===== config.mk =====
export PLATFORM = sky130hd
export DESIGN_NAME = mod_12_down_counter
export DESIGN_NICKNAME = d
export VERILOG_FILES = /design/src/rtl/mod_12_down_counter.sv
export SDC_FILE = /design/constraint.sdc
export NUM_CORES = 1
export LEC_CHECK = 0
export BUFFER_PORTS_ARGS = -buffer_cell sky130_fd_sc_hd__buf_2
export CAP_MARGIN = 20
export CORE_AREA = 2 2 39 41
export CTS_CLUSTER_DIAMETER = 200
export DETAILED_ROUTE_END_ITERATION = 10
export DIE_AREA = 0 0 41 43
export HOLD_SLACK_MARGIN = 0.15
export SLEW_MARGIN = 20
export SYNTH_ARGS = -nofsm -noshare
export SYNTH_HDL_FRONTEND = slang
export SYNTH_SLANG_ARGS = --single-unit

===== constraint.sdc =====
create_clock -name clk -period 1.3 [get_ports clk]
set_input_delay 0.13 -clock clk [delete_from_list [all_inputs] [get_ports clk]]
set_output_delay 0.13 -clock clk [all_outputs]
set_load 0.05 [all_outputs]

===== src/rtl/mod_12_down_counter.sv =====
// -----------------------------------------------------------------------------
// mod_12_down_counter
//   Loadable modulo-MOD down counter (default MOD=12): counts MOD-1 .. 0 and
//   wraps while enabled. Companion of the mod-12 up counter (same load/d_in/
//   c_out interface), adding a count enable, a terminal-count flag, a
//   registered borrow pulse for cascading and a load-range error pulse.
//
//   Build option: MOD12_DOWN_AUTORELOAD_EN
//     defined   -> a preset register captures every (clamped) loaded value
//                  (reset value MOD-1); the counter wraps to the preset, giving
//                  a programmable period of preset+1 counts.
//     undefined -> the wrap value is always MOD-1; load only sets the count.
//
// Ports
//   clk       in   1      rising-edge clock
//   rst       in   1      synchronous reset, active-low
//   d_in      in   WIDTH  parallel load value
//   load      in   1      synchronous parallel load (priority over en)
//   en        in   1      count enable, decrement by 1 per enabled cycle
//   c_out     out  WIDTH  current count, registered, always in 0..MOD-1
//   tc        out  1      terminal count, combinational: (c_out==0) && en
//   borrow    out  1      1-cycle pulse aligned with the wrap update
//   load_err  out  1      1-cycle pulse aligned with an out-of-range load
// -----------------------------------------------------------------------------
module mod_12_down_counter #(
    parameter int unsigned MOD   = 12,
    parameter int unsigned WIDTH = 4
) (
    input  logic             clk,
    input  logic             rst,
    input  logic [WIDTH-1:0] d_in,
    input  logic             load,
    input  logic             en,
    output logic [WIDTH-1:0] c_out,
    output logic             tc,
    output logic             borrow,
    output logic             load_err
);

    localparam logic [WIDTH-1:0] MAX_VAL = WIDTH'(MOD - 1);

    logic             load_oor;
    logic [WIDTH-1:0] load_val;
    logic [WIDTH-1:0] wrap_val;

    // Out-of-range loads are clamped to the top count so c_out stays legal.
    assign load_oor = (d_in > MAX_VAL);
    assign load_val = load_oor ? MAX_VAL : d_in;

`ifdef MOD12_DOWN_AUTORELOAD_EN
    logic [WIDTH-1:0] preset;

    always_ff @(posedge clk) begin
        if (!rst) begin
            preset <= MAX_VAL;
        end else if (load) begin
            preset <= load_val;
        end
    end

    assign wrap_val = preset;
`else
    assign wrap_val = MAX_VAL;
`endif

    // Combinational so a cascaded stage using en_next = tc steps on the same
    // edge as this stage wraps.
    assign tc = (c_out == '0) && en;

    always_ff @(posedge clk) begin
        if (!rst) begin
            c_out    <= '0;
            borrow   <= 1'b0;
            load_err <= 1'b0;
        end else if (load) begin
            c_out    <= load_val;
            load_err <= load_oor;
            borrow   <= 1'b0;
        end else if (en) begin
            load_err <= 1'b0;
            if (c_out == '0) begin
                c_out  <= wrap_val;
                borrow <= 1'b1;
            end else begin
                c_out  <= c_out - 1'b1;
                borrow <= 1'b0;
            end
        end else begin
            borrow   <= 1'b0;
            load_err <= 1'b0;
        end
    end

endmodule

==> reports/qor.csv <==
stage,metric,value,unit
yosys,Async SR Flop Fraction,0,%
sta,Final period util,99.1,%
final_layout,fin util,36.6,%
sta,Fmax,0.776,GHz
placed_design,placed instance count,65,
cts,deepest clock path buffer count,2,
route,Post-DRT Antenna Nets,0,
cts,Root Buffer,clkbuf_4,
cts,worst skew pair latency,0.25,ns
route,WL per Instance,11.0,um
yosys,area share of the largest cell type after synthesis,38.9,%
grt,antenna violations before repair,0,
grt,first-pass GRT wire length,1410,um
final_layout,layout cell share with drive strength beyond 1,50.0,%
floorplanning,die width,41,um
min_path,min-delay worst type,in2reg,
grt,largest net degree at the start of global routing,8,
placed_design,final RePlAce weighted congestion,0.677,
cts,Worst-path clk slew,0.05,ns
power,Max rail drop VDD,553,uV
yosys,synthesized area,309,um^2
run,Max Cap Viol,0,
yosys,post-synthesis sequential area ratio,38.9,%
yosys,ys flop type,dfxtp_1,
power,Clock power frac,33.2,%
route,drt first pass iters,4,
sta,final-report hold violation count,0,
route,initial DRC count,5,
yosys,syn nets,43,
sta,final worst slack,0.0116,ns
worst_setup_path,Worst Path Required,1.17,ns
power,Leakage,0.237,nW
placed_design,port bufs,14,
route,post-DR vias/cell,4.71,
grt,vias in the first global route,343,
final_layout,Syn-to-layout area delta,64.0,%
sta,Final min period,1.29,ns
route,DRC,0,
yosys,Yosys top cell by area,dfxtp_1,
power,Flop pwr share,36.3,%
sta,Hold Slack,0.211,ns
outcome,status,"finished, final reports clean",
yosys,cells after synthesis,34,
worst_setup_path,arrival time worst endpoint,1.16,ns
worst_setup_path,Setup CP Type,reg2out,
route,via count,339,
cts,H-tree Lvls,1,
yosys,Cell variety after synth,23,
route,Routed WL,791,um
worst_setup_path,CP max FO,3,
final_layout,"commonest non-fill, non-tap cell in the layout",buf_2,
final_layout,"commonest non-fill, non-tap cells in the layout","13 x buf_2, 3 x and3_1, 3 x dfxtp_1, 3 x clkbuf_4",
placed_design,DP HPWL,584,um
sta,TNS Setup,0,ns
cts,clk sink count,6,
floorplanning,initial core utilization,22.3,%
power,pwr/cell area,1150,mW/mm^2
sta,setup repair after global routing missed its margin,true,
floorplanning,core area,0.00138,mm^2
floorplanning,Ports,15,
sta,setup violators final,0,
floorplanning,die area,0.00176,mm^2
grt,Overflow after GRT,0,
sta,fin. max-slew vios,0,
power,Psw,0.197,mW
power,internal power,0.386,mW
floorplanning,Die Height,43,um
final_layout,post-route insts no fill,72,
final_layout,ant diodes,0,
final_layout,nets,66,
yosys,"EDFF count, synth",0,
power,Sw Share,33.8,%
worst_setup_path,crit end category,output pin,
cts,CTS buffer count,3,
sta,worst slew pin tran,0.339,ns
yosys,Avg Synthesized Cell Area,9.09,um^2
grt,GR Util All Layers,12.5,%
power,Logic pwr share,30.5,%
worst_setup_path,Worst Setup Start Kind,flop,
cts,CTS tree,done,
yosys,synth warn,0,
yosys,top post-synthesis cells by area,"dfxtp_1 39%, and3_1 6.1%, inv_1 4.9%, ha_1 4.0%, o221a_2 3.6%",
sta,slew margin rel.,77.1,%
sta,final clock skew,0.00339,ns
placed_design,pre-CTS WS,0.0219,ns
floorplanning,Cell Rows,14,
yosys,Seq cells post-synth,6,
-- state kept, by name, indices dropped and copies added, names as in the netlist --
name,flops
c_out,4
borrow,1
load_err,1
-- area by class of cell --
type | count | area (um^2)
flip-flops and latches | 6 | 129
multi-input cells | 24 | 203
repair buffers | 18 | 111
well taps | 16 | 20.0
fillers | 147 | 877
clock buffers | 4 | 26.3
inverters | 4 | 17.5
-- worst max-delay path, cell delays in order, from the launching register on --
cell	delay (ns)
dfxtp_4	0.34
inv_4	0.05
ha_4	0.14
nand2_4	0.06
nor3_4	0.13
buf_6	0.18
-- cells by family after synthesis --
| group | count (synthesis) | share of synthesized area (%) |
|---|---|---|
| xor gates and xnor gates | 1 | 2.83 |
| DFF | 6 | 38.9 |
| and+or+nand+nor | 13 | 26.7 |
| buffers and inverters | 4 | 4.86 |
| AOI/OAI and AO/OA | 9 | 22.7 |
| adders and majority gates | 1 | 4.05 |
-- final timing paths --
check	cells after the start	to	startpoint	slack [ns]
worst max register to register	5	c_out[2]	c_out[0]	0.05
worst min-delay path	2	load_err	load	0.21
worst min register to register	2	c_out[2]	c_out[3]	0.61
worst max-delay path	5	tc	c_out[0]	0.01
-- power by group through the flow --
stage / combinational, mW / clock (mW) / sequential (mW)
floorplan: 0.0716 / 0 / 0.260
global placement: 0.163 / 0 / 0.215
detailed placement: 0.165 / 0 / 0.216
CTS: 0.179 / 0.195 / 0.210
global route: 0.193 / 0.223 / 0.214
finish: 0.178 / 0.193 / 0.212
-- cells in the mapped netlist, drive strengths merged, types with 2 or more instances --
cell type / number
and3: 3
dfxtp: 6
inv: 4
nand2: 2
nor3: 2
-- through the flow --
stage                     power, mW  instance area [um^2]
final                         0.582                   507
after global placement        0.378                   444
after detailed placement      0.380                   444
after CTS                     0.584                   504
after global routing          0.630                   507
after floorplan               0.332                   347
-- routing by layer --
layer / track usage [%] / up-vias / wire length [um]
met5: 0 / - / 0
met4: 6.00 / 0 / 13
met3: 7.85 / 2 / 44
met2: 17.2 / 11 / 405
met1: 14.5 / 152 / 328
li1: - / 174 / -
-- timing repair --
| item | 4_1_cts | 5_1_grt |
|---|---|---|
| gates resized for setup | 2 | 1 |
| endpoints found under the setup margin | 1 | 2 |
| setup buffers | 1 | 0 |
| hold endpoints to repair | 1 | 0 |
| pin swaps | 2 | 0 |
| hold buffers | 2 | 0 |
Power figures use the tool's default switching activity.
